`src/rtl/eth_tx_pkg.sv`:
```
// Shared types and constants for the Ethernet transmit framer:
// frame-phase state encoding, preamble/SFD bytes and CRC-32 parameters.
package eth_tx_pkg;

    typedef enum logic [2:0] {
        ST_IDLE     = 3'd0,
        ST_PREAMBLE = 3'd1,
        ST_SFD      = 3'd2,
        ST_DATA     = 3'd3,
        ST_PAD      = 3'd4,
        ST_FCS      = 3'd5,
        ST_ERR      = 3'd6,
        ST_IFG      = 3'd7
    } tx_state_e;

    localparam logic [7:0] PREAMBLE_BYTE = 8'h55;
    localparam logic [7:0] SFD_BYTE      = 8'hD5;
    localparam int         PREAMBLE_LEN  = 7;
    localparam int         FCS_LEN       = 4;

    localparam logic [31:0] CRC_POLY   = 32'h04C11DB7;
    localparam logic [31:0] CRC_INIT   = 32'hFFFFFFFF;
    localparam logic [31:0] CRC_XOROUT = 32'hFFFFFFFF;

    function automatic logic [31:0] reflect32(input logic [31:0] v);
        logic [31:0] r;
        for (int i = 0; i < 32; i++) begin
            r[i] = v[31-i];
        end
        return r;
    endfunction

    // Ethernet shifts bytes LSB first, so the register runs in reflected form.
    localparam logic [31:0] CRC_POLY_REFL = reflect32(CRC_POLY);

    function automatic logic [31:0] crc32_step8(input logic [31:0] crc,
                                                input logic [7:0]  data);
        logic [31:0] c;
        c = crc;
        for (int i = 0; i < 8; i++) begin
            if (c[0] ^ data[i]) begin
                c = (c >> 1) ^ CRC_POLY_REFL;
            end else begin
                c = c >> 1;
            end
        end
        return c;
    endfunction

endpackage

```
`src/rtl/crc32_d8.sv`:
```
// Byte-wide reflected CRC-32 register. init_i has priority over en_i;
// crc_o is the raw register (final XOR is applied by the consumer).
module crc32_d8
    import eth_tx_pkg::*;
(
    input  logic        clk,
    input  logic        rst,
    input  logic        init_i,
    input  logic        en_i,
    input  logic [7:0]  data_i,
    output logic [31:0] crc_o
);

    logic [31:0] crc_q;
    logic [31:0] crc_d;

    always_comb begin
        crc_d = crc_q;
        if (init_i) begin
            crc_d = CRC_INIT;
        end else if (en_i) begin
            crc_d = crc32_step8(crc_q, data_i);
        end
    end

    always_ff @(posedge clk or posedge rst) begin
        if (rst) begin
            crc_q <= CRC_INIT;
        end else begin
            crc_q <= crc_d;
        end
    end

    assign crc_o = crc_q;

endmodule

```
`src/rtl/eth_tx_fcs_ctrl.sv`:
```
// Ethernet transmit framer: preamble/SFD, payload, zero padding, CRC-32 FCS,
// underflow abort and inter-frame gap, paced by a byte-slot strobe.
module eth_tx_fcs_ctrl
    import eth_tx_pkg::*;
#(
    parameter int MIN_LEN   = 60,
    parameter int IFG_BYTES = 12
) (
    input  logic       clk,
    input  logic       rst,
    input  logic       byte_ce,
    input  logic [7:0] s_data,
    input  logic       s_valid,
    input  logic       s_last,
    output logic       s_ready,
    output logic [7:0] tx_data,
    output logic       tx_en,
    output logic       tx_er,
    output logic       busy,
    output logic [15:0] underflow_cnt,
    output tx_state_e  dbg_state_o
);

    localparam int MIN_LEN_CLAMP = (MIN_LEN > 2047) ? 2047 : ((MIN_LEN < 0) ? 0 : MIN_LEN);
    localparam logic [10:0] MIN_LEN_W = 11'(MIN_LEN_CLAMP);
    localparam logic [15:0] IFG_LAST  = (IFG_BYTES > 0) ? 16'(IFG_BYTES - 1) : 16'd0;
    localparam logic [15:0] PRE_LAST  = 16'(PREAMBLE_LEN - 1);
    localparam logic [15:0] FCS_LAST  = 16'(FCS_LEN - 1);

    tx_state_e   state_q, state_d;
    logic [15:0] slot_cnt_q, slot_cnt_d;
    logic [10:0] byte_cnt_q, byte_cnt_d;
    logic [7:0]  tx_data_q, tx_data_d;
    logic        tx_en_q, tx_en_d;
    logic        tx_er_q, tx_er_d;
    logic [15:0] ufl_q, ufl_d;

    logic        crc_init;
    logic        crc_en;
    logic [7:0]  crc_data;
    logic [31:0] crc_val;
    logic [31:0] fcs_val;
    logic [7:0]  fcs_byte;
    logic [10:0] byte_cnt_inc;
    logic        reached_min;

    // Handshake: a payload byte moves when s_valid && s_ready; s_ready is only
    // ever high on a strobe cycle in DATA, so the source may hold s_valid freely.
    assign s_ready = byte_ce & (state_q == ST_DATA) & s_valid;

    assign byte_cnt_inc = (byte_cnt_q == 11'h7FF) ? byte_cnt_q : byte_cnt_q + 11'd1;
    assign reached_min  = (byte_cnt_inc >= MIN_LEN_W);
    assign fcs_val      = crc_val ^ CRC_XOROUT;

    always_comb begin
        case (slot_cnt_q[1:0])
            2'd0:    fcs_byte = fcs_val[7:0];
            2'd1:    fcs_byte = fcs_val[15:8];
            2'd2:    fcs_byte = fcs_val[23:16];
            default: fcs_byte = fcs_val[31:24];
        endcase
    end

    always_comb begin
        state_d    = state_q;
        slot_cnt_d = slot_cnt_q;
        byte_cnt_d = byte_cnt_q;
        tx_data_d  = tx_data_q;
        tx_en_d    = tx_en_q;
        tx_er_d    = tx_er_q;
        ufl_d      = ufl_q;
        crc_init   = 1'b0;
        crc_en     = 1'b0;
        crc_data   = s_data;
        if (byte_ce) begin
            // Each strobe emits exactly one wire slot; idle unless a state says otherwise.
            tx_data_d = 8'h00;
            tx_en_d   = 1'b0;
            tx_er_d   = 1'b0;
            case (state_q)
                ST_IDLE: begin
                    if (s_valid) begin
                        state_d    = ST_PREAMBLE;
                        slot_cnt_d = 16'd1;
                        tx_data_d  = PREAMBLE_BYTE;
                        tx_en_d    = 1'b1;
                    end
                end
                ST_PREAMBLE: begin
                    tx_data_d  = PREAMBLE_BYTE;
                    tx_en_d    = 1'b1;
                    slot_cnt_d = slot_cnt_q + 16'd1;
                    if (slot_cnt_q == PRE_LAST) begin
                        state_d = ST_SFD;
                    end
                end
                ST_SFD: begin
                    tx_data_d  = SFD_BYTE;
                    tx_en_d    = 1'b1;
                    crc_init   = 1'b1;
                    byte_cnt_d = 11'd0;
                    slot_cnt_d = 16'd0;
                    state_d    = ST_DATA;
                end
                ST_DATA: begin
                    tx_en_d = 1'b1;
                    if (s_valid) begin
                        tx_data_d  = s_data;
                        crc_en     = 1'b1;
                        byte_cnt_d = byte_cnt_inc;
                        if (s_last) begin
                            state_d = reached_min ? ST_FCS : ST_PAD;
                        end
                    end else begin
                        // Source starved mid-frame: poison this slot and abandon the frame.
                        tx_er_d = 1'b1;
                        ufl_d   = (ufl_q == 16'hFFFF) ? ufl_q : ufl_q + 16'd1;
                        state_d = ST_ERR;
                    end
                end
                ST_PAD: begin
                    tx_en_d    = 1'b1;
                    crc_en     = 1'b1;
                    crc_data   = 8'h00;
                    byte_cnt_d = byte_cnt_inc;
                    if (reached_min) begin
                        state_d = ST_FCS;
                    end
                end
                ST_FCS: begin
                    tx_data_d  = fcs_byte;
                    tx_en_d    = 1'b1;
                    slot_cnt_d = slot_cnt_q + 16'd1;
                    if (slot_cnt_q == FCS_LAST) begin
                        slot_cnt_d = 16'd0;
                        state_d    = (IFG_BYTES > 0) ? ST_IFG : ST_IDLE;
                    end
                end
                ST_ERR: begin
                    // This idle slot is the first gap slot after the error byte.
                    slot_cnt_d = 16'd1;
                    state_d    = (IFG_BYTES > 1) ? ST_IFG : ST_IDLE;
                end
                ST_IFG: begin
                    slot_cnt_d = slot_cnt_q + 16'd1;
                    if (slot_cnt_q >= IFG_LAST) begin
                        slot_cnt_d = 16'd0;
                        state_d    = ST_IDLE;
                    end
                end
                default: state_d = ST_IDLE;
            endcase
        end
    end

    always_ff @(posedge clk or posedge rst) begin
        if (rst) begin
            state_q    <= ST_IDLE;
            slot_cnt_q <= '0;
            byte_cnt_q <= '0;
            tx_data_q  <= '0;
            tx_en_q    <= 1'b0;
            tx_er_q    <= 1'b0;
            ufl_q      <= '0;
        end else begin
            state_q    <= state_d;
            slot_cnt_q <= slot_cnt_d;
            byte_cnt_q <= byte_cnt_d;
            tx_data_q  <= tx_data_d;
            tx_en_q    <= tx_en_d;
            tx_er_q    <= tx_er_d;
            ufl_q      <= ufl_d;
        end
    end

    crc32_d8 u_crc (
        .clk    (clk),
        .rst    (rst),
        .init_i (crc_init),
        .en_i   (crc_en),
        .data_i (crc_data),
        .crc_o  (crc_val)
    );

    assign tx_data       = tx_data_q;
    assign tx_en         = tx_en_q;
    assign tx_er         = tx_er_q;
    assign busy          = (state_q != ST_IDLE);
    assign underflow_cnt = ufl_q;
    assign dbg_state_o   = state_q;

endmodule

```
`config.mk`:
```
export PLATFORM = sky130hd
export DESIGN_NAME = eth_tx_fcs_ctrl
export DESIGN_NICKNAME = d
export VERILOG_FILES = /design/src/rtl/eth_tx_pkg.sv /design/src/rtl/crc32_d8.sv /design/src/rtl/eth_tx_fcs_ctrl.sv
export SDC_FILE = /design/constraint.sdc
export NUM_CORES = 1
export LEC_CHECK = 0
export ABC_AREA = 1
export BUFFER_PORTS_ARGS = -buffer_cell sky130_fd_sc_hd__buf_2
export CORE_UTILIZATION = 40
export CTS_CLUSTER_SIZE = 14
export DETAILED_ROUTE_END_ITERATION = 8
export PLACE_DENSITY = 0.65
export SYNTH_ARGS = -nofsm -noshare
export SYNTH_HDL_FRONTEND = slang
export SYNTH_SLANG_ARGS = --single-unit
export TNS_END_PERCENT = 50
```
`constraint.sdc`:
```
create_clock -name clk -period 3.1 [get_ports clk]
set_input_delay 0.155 -clock clk [delete_from_list [all_inputs] [get_ports clk]]
set_output_delay 0.155 -clock clk [all_outputs]
set_load 0.02 [all_outputs]
```
**Word level (Yosys, flattened, before mapping)**

Index checks and enable logic that the tools add are counted.

- Divide/modulo/power cells: 0
- Mux-type cells: 54
- $mul: 0
- Reduce and logical (&&, ||, !) cells: 11
- $add $sub $neg: 3
- Bitwise operators: 21
- Shift-type cells: 0
- Equal/unequal tests: 20
- Order comparisons: 2

Operators with widths:

| cell | number |
|---|---|
| 32-bit 2-to-1 mux | 24 |
| 13-bit NOT with 14-bit output | 8 |
| 16-bit one-hot mux with 6 select lines | 1 |
| 16-bit 2-to-1 mux | 3 |
| 8-bit one-hot mux with 5 select lines | 1 |
| 11-bit one-hot mux with 3 select lines | 1 |
| 16-bit by 1-bit adder with 16-bit output, second input constant | 2 |
| 32-bit NOT | 1 |
| 8-bit 2-to-1 mux | 3 |
| 3-bit one-hot mux with 8 select lines | 1 |
| 8-bit one-hot mux with 3 select lines | 1 |
| 11-bit 2-to-1 mux | 2 |
| 3-bit 2-to-1 mux | 7 |
| 16-bit equality test, second input constant | 1 |
| 16-bit by 2-bit equality test with 1-bit output, second input constant | 1 |
| 16-bit by 3-bit equality test with 1-bit output, second input constant | 1 |
| 16-bit by 4-bit greater-or-equal comparator with 1-bit output, second input constant | 1 |
| 3-bit equality test, second input constant | 4 |
| 2-bit != test, second input constant | 6 |
| 11-bit by 1-bit adder with 11-bit output, second input constant | 1 |
| 11-bit equality test, second input constant | 1 |
| 11-bit by 6-bit greater-or-equal comparator with 1-bit output, second input constant | 1 |
| 1-bit bitwise XOR | 8 |
| 1-bit 2-to-1 mux | 7 |
| other kinds (18) | 24 |

- RAM bits: 0
- Bits in latches: 0
- Memories: 0
- Word-level logic and storage cells: 119
- ROM bits: 0
- Register bits after elaboration: 88
- Output and inout bits: 31

**Logic depth before layout (Yosys ltp)**

- Depth in word-level cells: 35
- Mapped depth: 18

**Cells and area by module**

Synthesis repeated with hierarchy kept, for this count alone.

- Cell total of the unflattened synthesis: 806
- Area, all modules: 5899.4 um^2

Modules (own cells, without submodules):

| module | area an instance (um^2) | sequential area each (um^2) | times used | cells each |
|---|---|---|---|---|
| eth_tx_fcs_ctrl | 3427.0 | 1401.3 | 1 | 456 |
| crc32_d8 | 2472.4 | 840.8 | 1 | 350 |

**Least setup slack after synthesis**

No wires, ideal clock.

- Path kind: register to register
- Start point: register state_q[1] (netlist: dbg_state_o[1])
- End point: register u_crc.crc_q[17] (netlist: u_crc.crc_o[17])
- Path buffers: 2
- Cell stages (with the launch flop): 13
- Library setup time: 0.076 ns
- Arrival time: 1.888 ns
- Clock period less this slack: 1.964 ns
- Setup slack: 1.136 ns
- Cell sequence: dfrtp_1 -> buf_6 -> nor2_4 -> nand3_4 -> buf_6 -> nand3_1 -> nand2_4 -> nand2_1 -> nand2_2 -> xor2_2 -> and2_1 -> o21ai_1 -> inv_1

- Longest elaborated chain between the ends: 32

RTL lines:

| item | RTL line | source |
|---|---|---|
| start, declared | eth_tx_fcs_ctrl.sv:30 | `tx_state_e state_q, state_d;` |
| start signal, assigned | eth_tx_fcs_ctrl.sv:166 | `state_q <= state_d;` |
| 3-bit equality test | eth_tx_fcs_ctrl.sv:80 | `case (state_q)` |
| 8-bit 2-to-1 mux | eth_tx_fcs_ctrl.sv:80 |  |
| 8-bit 2-to-1 mux | eth_tx_fcs_ctrl.sv:75 | `if (byte_ce) begin` |
| 1-bit bitwise XOR | eth_tx_pkg.sv:41 | `if (c[0] ^ data[i]) begin` |
| 32-bit 2-to-1 mux | eth_tx_pkg.sv:41 |  |
| 32-bit 2-to-1 mux | crc32_d8.sv:21 | `end else if (en_i) begin` |
| 32-bit 2-to-1 mux | crc32_d8.sv:19 | `if (init_i) begin` |
| 13-bit NOT with 14-bit output (no line) | -- |  |
| (+16 left out) | -- |  |
| 32-bit 2-to-1 mux | crc32_d8.sv:21 |  |
| 32-bit 2-to-1 mux | crc32_d8.sv:19 |  |
| 32-bit 2-to-1 mux | eth_tx_pkg.sv:41 |  |
| 32-bit 2-to-1 mux | crc32_d8.sv:21 |  |
| 32-bit 2-to-1 mux | crc32_d8.sv:19 |  |
| 32-bit 2-to-1 mux | eth_tx_pkg.sv:41 |  |
| 32-bit 2-to-1 mux | crc32_d8.sv:21 |  |
| 32-bit 2-to-1 mux | crc32_d8.sv:19 |  |
| end signal, assigned | crc32_d8.sv:30 | `crc_q <= crc_d;` |
| end, declared | crc32_d8.sv:14 | `logic [31:0] crc_q;` |

Several ways; a longest one is shown, not always the timed one. The select of a mux whose other input is x is not followed.
A chain may end at the register's enable or synchronous reset.

**Final worst setup path**

- Start point: register state_q[1] (netlist: dbg_state_o[1])
- End point: register u_crc.crc_q[8] (netlist: u_crc.crc_o[8])

- Longest elaborated chain between the ends: 30

RTL lines:

| item | RTL line |
|---|---|
| 3-bit equality test | eth_tx_fcs_ctrl.sv:80 |
| 8-bit 2-to-1 mux | eth_tx_fcs_ctrl.sv:80 |
| 8-bit 2-to-1 mux | eth_tx_fcs_ctrl.sv:75 |
| 1-bit bitwise XOR | eth_tx_pkg.sv:41 |
| 32-bit 2-to-1 mux | eth_tx_pkg.sv:41 |
| 32-bit 2-to-1 mux | crc32_d8.sv:21 |
| 32-bit 2-to-1 mux | crc32_d8.sv:19 |
| 32-bit 2-to-1 mux | eth_tx_pkg.sv:41 |
| (+14 left out) | -- |
| 1-bit bitwise XOR or 13-bit NOT with 14-bit output (tied branches) | -- |
| 32-bit 2-to-1 mux | eth_tx_pkg.sv:41 |
| 32-bit 2-to-1 mux | crc32_d8.sv:21 |
| 32-bit 2-to-1 mux | crc32_d8.sv:19 |
| 13-bit NOT with 14-bit output (no line) | -- |
| 32-bit 2-to-1 mux | eth_tx_pkg.sv:41 |
| 32-bit 2-to-1 mux | crc32_d8.sv:21 |
| 32-bit 2-to-1 mux | crc32_d8.sv:19 |

Several ways; a longest one is shown, not always the timed one. The select of a mux whose other input is x is not followed.

==> report_table.html <==
<table>
<tr><th>Metric</th><th>Value</th></tr>
<tr><th colspan="2">Clock tree</th></tr>
<tr><td>Clock Tree Buf Depth</td><td>2</td></tr>
<tr><td>Clock network latency to the later pin of the worst-skew pair</td><td>0.36 ns</td></tr>
<tr><td>Postcts setup bufs</td><td>0</td></tr>
<tr><td>CTS tree</td><td>yes</td></tr>
<tr><td>Hold_buf cts</td><td>1</td></tr>
<tr><td>Number of buffers created by CTS</td><td>9</td></tr>
<tr><td>Clk slew on worst S/H paths</td><td>0.07 ns</td></tr>
<tr><td>Number of levels in the clock H-tree</td><td>3</td></tr>
<tr><td>Clock root buffer</td><td>clkbuf_16</td></tr>
<tr><td>Cells resized by post-CTS repair</td><td>0</td></tr>
<tr><td>Clk sinks</td><td>88</td></tr>
<tr><th colspan="2">STA</th></tr>
<tr><td># setup viols final</td><td>0</td></tr>
<tr><td>Shortest clock period the worst path allows after layout</td><td>2.50 ns</td></tr>
<tr><td>Setup repair after global routing missed its margin</td><td>false</td></tr>
<tr><td>Skew final</td><td>0.00913 ns</td></tr>
<tr><td>Fmax</td><td>401 MHz</td></tr>
<tr><td>Relative slew slack</td><td>47.7%</td></tr>
<tr><td>Number of pins exceeding their max-slew limit in the final report</td><td>0</td></tr>
<tr><td>Ratio of final minimum period to clock period</td><td>80.5%</td></tr>
<tr><td>Total negative setup slack</td><td>0 ns</td></tr>
<tr><td>Final count of hold timing violations</td><td>0</td></tr>
<tr><td>Actual slew at the worst max-slew pin</td><td>0.784 ns</td></tr>
<tr><th colspan="2">Logic synthesis</th></tr>
<tr><td>Netlist area before placement</td><td>5860 µm²</td></tr>
<tr><td>Yosys warning count</td><td>0</td></tr>
<tr><td>Distinct cell type count after synthesis</td><td>46</td></tr>
<tr><td>Fraction of the yosys area taken by sequential cells</td><td>38.3%</td></tr>
<tr><td>Avg Synthesized Cell Area</td><td>7.57 µm²</td></tr>
<tr><td>Cell count after synthesis</td><td>774</td></tr>
<tr><td>Flip-flop and latch count after synthesis</td><td>88</td></tr>
<tr><td>Number of nets in the synthesized netlist</td><td>793</td></tr>
<tr><th colspan="2">Layout</th></tr>
<tr><td>Share of final-layout standard cells stronger than drive strength 1</td><td>18.2%</td></tr>
<tr><td>Core utilization of the finished layout</td><td>46.5%</td></tr>
<tr><td>Layout filler cell count</td><td>1419</td></tr>
<tr><td>Final layout net count</td><td>838</td></tr>
<tr><td>Antenna diode instance count</td><td>0</td></tr>
<tr><td>Layout overhead on the synthesized area</td><td>11.9%</td></tr>
<tr><th colspan="2">Drt</th></tr>
<tr><td>Detailed route wirelength on metal2</td><td>6.17 mm</td></tr>
<tr><td>Total length of routed met3 wires</td><td>954 µm</td></tr>
<tr><td>Number of detailed-route iterations in the first pass</td><td>5</td></tr>
<tr><td>Highest routing layer actually used</td><td>met4</td></tr>
<tr><td>Starting DRC count in detailed routing</td><td>397</td></tr>
<tr><td>Number of vias per cell</td><td>5.21</td></tr>
<tr><td>Sum of routed wire segments on met1</td><td>7.75 mm</td></tr>
<tr><td>DRC violation count after routing</td><td>0</td></tr>
<tr><td>Total detailed-routing wirelength</td><td>15.1 mm</td></tr>
<tr><td>Residual antenna-violating net count after detailed routing</td><td>0</td></tr>
<tr><td>Average wire per cell in the routed design</td><td>15.0 µm</td></tr>
<tr><td>Number of vias after detailed routing</td><td>5235</td></tr>
<tr><th colspan="2">Global route</th></tr>
<tr><td>Total routing resource utilization after global routing</td><td>21.5%</td></tr>
<tr><td>Number of global-route vias before repair</td><td>4725</td></tr>
<tr><td>Overall overflow remaining after global route</td><td>0</td></tr>
<tr><td>Maximum number of pins on one net before global-route repair</td><td>46</td></tr>
<tr><td>Antenna violations before repair</td><td>0</td></tr>
<tr><td>Wire length of the first global-routing pass</td><td>24.7 mm</td></tr>
<tr><th colspan="2">Setup path</th></tr>
<tr><td>Number of buffer and inverter instances along the worst setup path</td><td>1</td></tr>
<tr><td>Nature of the critical path startpoint</td><td>flop</td></tr>
<tr><td>Gate family responsible for the most delay along the worst path</td><td>simple AND/OR/NAND/NOR gates</td></tr>
<tr><td>Endpoint required time on the critical path</td><td>3.40 ns</td></tr>
<tr><td>Critical path data arrival time</td><td>2.80 ns</td></tr>
<tr><td>Cell at the slowest stage of the critical path</td><td>dfrtp_1</td></tr>
<tr><td>Setup CP Type</td><td>flop to flop</td></tr>
<tr><td>Worst-path fanout max</td><td>19</td></tr>
<tr><td>Delay of the slowest cell on the worst path</td><td>0.49 ns</td></tr>
<tr><td>Worst-case register-to-register setup slack</td><td>0.60 ns</td></tr>
<tr><td>Capturing element type of the critical path</td><td>flop</td></tr>
<tr><td>Most common cell on crit path</td><td>nand2_1</td></tr>
<tr><td>Critical-path cell list</td><td>nor2_4, nand3_4, nand2_1, nand2_1, nand2_2, nor2_1, nor2_2, nand2_1, nand2_1, xor2_1, o21ai_0, inv_1</td></tr>
<tr><th colspan="2">Die</th></tr>
<tr><td>Row Count</td><td>43</td></tr>
<tr><td>Overall die width</td><td>123 µm</td></tr>
<tr><td>Die area</td><td>15100 µm²</td></tr>
<tr><td>Initial Utilization</td><td>41.6%</td></tr>
<tr><td>Number of primary I/O pins</td><td>44</td></tr>
<tr><td>Area of the core</td><td>14100 µm²</td></tr>
<tr><td>Height of the die</td><td>123 µm</td></tr>
<tr><th colspan="2">Pwr</th></tr>
<tr><td>Power Dens Cells</td><td>907 nW/µm²</td></tr>
<tr><td>Leak pwr</td><td>3.24 nW</td></tr>
<tr><td>Max IR drop VDD</td><td>0.486 mV</td></tr>
<tr><th colspan="2">Placement</th></tr>
<tr><td>Number of buffer cells added on primary ports</td><td>43</td></tr>
<tr><td>Final estimated routing congestion in global placement</td><td>0.873</td></tr>
<tr><td>Placed wire-length estimate</td><td>11.2 mm</td></tr>
<tr><th colspan="2">Job</th></tr>
<tr><td>Reported max-cap violation count</td><td>0</td></tr>
<tr><th colspan="2">Run status</th></tr>
<tr><td>Status</td><td>finished, final reports clean</td></tr>
<tr><th colspan="2">Worst hold path</th></tr>
<tr><td>Path type of the worst min-delay path</td><td>primary input to flop</td></tr>
</table>
[power breakdown]
part / switching, mW / total [mW] / internal (mW)
combinational: 2.01 / 3.00 / 0.984
clock: 0.510 / 1.09 / 0.577
sequential: 0.314 / 1.87 / 1.55
total: 2.84 / 5.95 / 3.12
[area by class of cell]
cell class,instances,area [µm²],area share [%]
clock buffer,10,239,3.64
clock inverter,6,50.0,0.763
inverter,111,418,6.37
multi-input combinational,561,3120,47.5
sequential,88,2240,34.2
tap,180,225,3.43
timing repair buffer,48,268,4.08
[final timing paths]
check / start / to / cells after the start
min in group asynchronous: rst / underflow_cnt[6] / 3
hold reg to reg: tx_data[1] / tx_data[1] / 2
max in group asynchronous: rst / u_crc.crc_o[10] / 4
setup / recovery: dbg_state_o[1] / u_crc.crc_o[8] / 12
hold / removal: byte_ce / tx_data[1] / 3
setup reg to reg: dbg_state_o[1] / u_crc.crc_o[8] / 12
[through the flow]
step / instances / setup WS [ns] / hold WS (ns) / instance area (µm²) / total power, mW
2_1_floorplan: 774 / 0.719 / 0.265 / 5860 / 4.08
3_3_place_gp: 987 / 0.747 / 0.326 / 6260 / 4.81
3_5_place_dp: 987 / 0.664 / 0.328 / 6260 / 4.83
4_1_cts: 1004 / 0.649 / 0.139 / 6560 / 5.93
5_1_grt: 1004 / 0.329 / 0.148 / 6560 / 6.40
6_report: 1004 / 0.604 / 0.131 / 6560 / 5.95
[worst register-to-register path, cell delays in order, from the launching register on]
cell,delay [ns]
dfrtp_1,0.49
nor2_4,0.17
nand3_4,0.25
nand2_1,0.18
nand2_1,0.07
nand2_2,0.29
nor2_1,0.11
nor2_2,0.26
nand2_1,0.11
nand2_1,0.15
xor2_1,0.20
o21ai_0,0.09
inv_1,0.07
[cells in the final DEF (no fill, tap or decap), types with 6 or more instances in the layout]
| cell type | n |
|---|---|
| nand2_1 | 192 |
| inv_1 | 105 |
| dfrtp_1 | 56 |
| nand3_1 | 51 |
| nor2_1 | 46 |
| o21ai_0 | 45 |
| buf_2 | 43 |
| xor2_1 | 42 |
| dfstp_2 | 32 |
| o22ai_1 | 22 |
| a21oi_1 | 22 |
| nand2_2 | 19 |
| nor3_1 | 15 |
| o21ai_1 | 12 |
| nand4_1 | 11 |
| clkbuf_16 | 9 |
| xnor2_1 | 8 |
| nor2_4 | 6 |
| a31oi_1 | 6 |
| ha_1 | 6 |
[flip-flops by register name, summed over array words and instances (netlist names)]
name	cells
u_crc.crc_o	32
slot_cnt_q	16
underflow_cnt	16
byte_cnt_q	11
tx_data	8
dbg_state_o	3
tx_en	1
tx_er	1
[cells by family (layout without fill, tap and decap cells)]
logic type	count (synthesis)	after routing	synth area share, %
AOI/OAI and AO/OA	128	128	12.6
DFF	88	88	38.3
xor gates and xnor gates	57	57	9.80
and+or+nand+nor	370	370	29.6
adders and majority gates	6	6	1.28
buffers and inverters	125	175	8.54
[layer usage]
layer / global-route usage, % / vias to the layer above
met5: 0 / -
met4: 7.98 / 0
met3: 2.91 / 16
met2: 29.9 / 155
met1: 33.4 / 2463
li1: - / 2601
[Yosys cell counts (all sizes together)]
master	instances	share of area (%)
nand2	216	15
inv	111	7.1
nor2	57	4.6
o21ai	57	4.9
dfrtp	56	24
nand3	54	5.0
xor2	49	8.6
dfstp	32	14
a21oi	22	1.9
o22ai	22	2.3
nor3	16	1.5
nand4	12	1.4
buf	8	1.0
xnor2	8	1.2
a31oi	6	0.64
clkbuf	6	0.38
ha	6	1.3
a21o	5	0.64
a22oi	5	0.64
nor4	5	0.53
o221ai	4	0.60
nand3b	3	0.38
nor3b	3	0.47
a211oi	2	0.26
a221oi	2	0.30
o31ai	2	0.26
or2	2	0.21
a21boi	1	0.13
and2	1	0.11
and3	1	0.11
No activity file was read; power rests on OpenSTA's default activity.
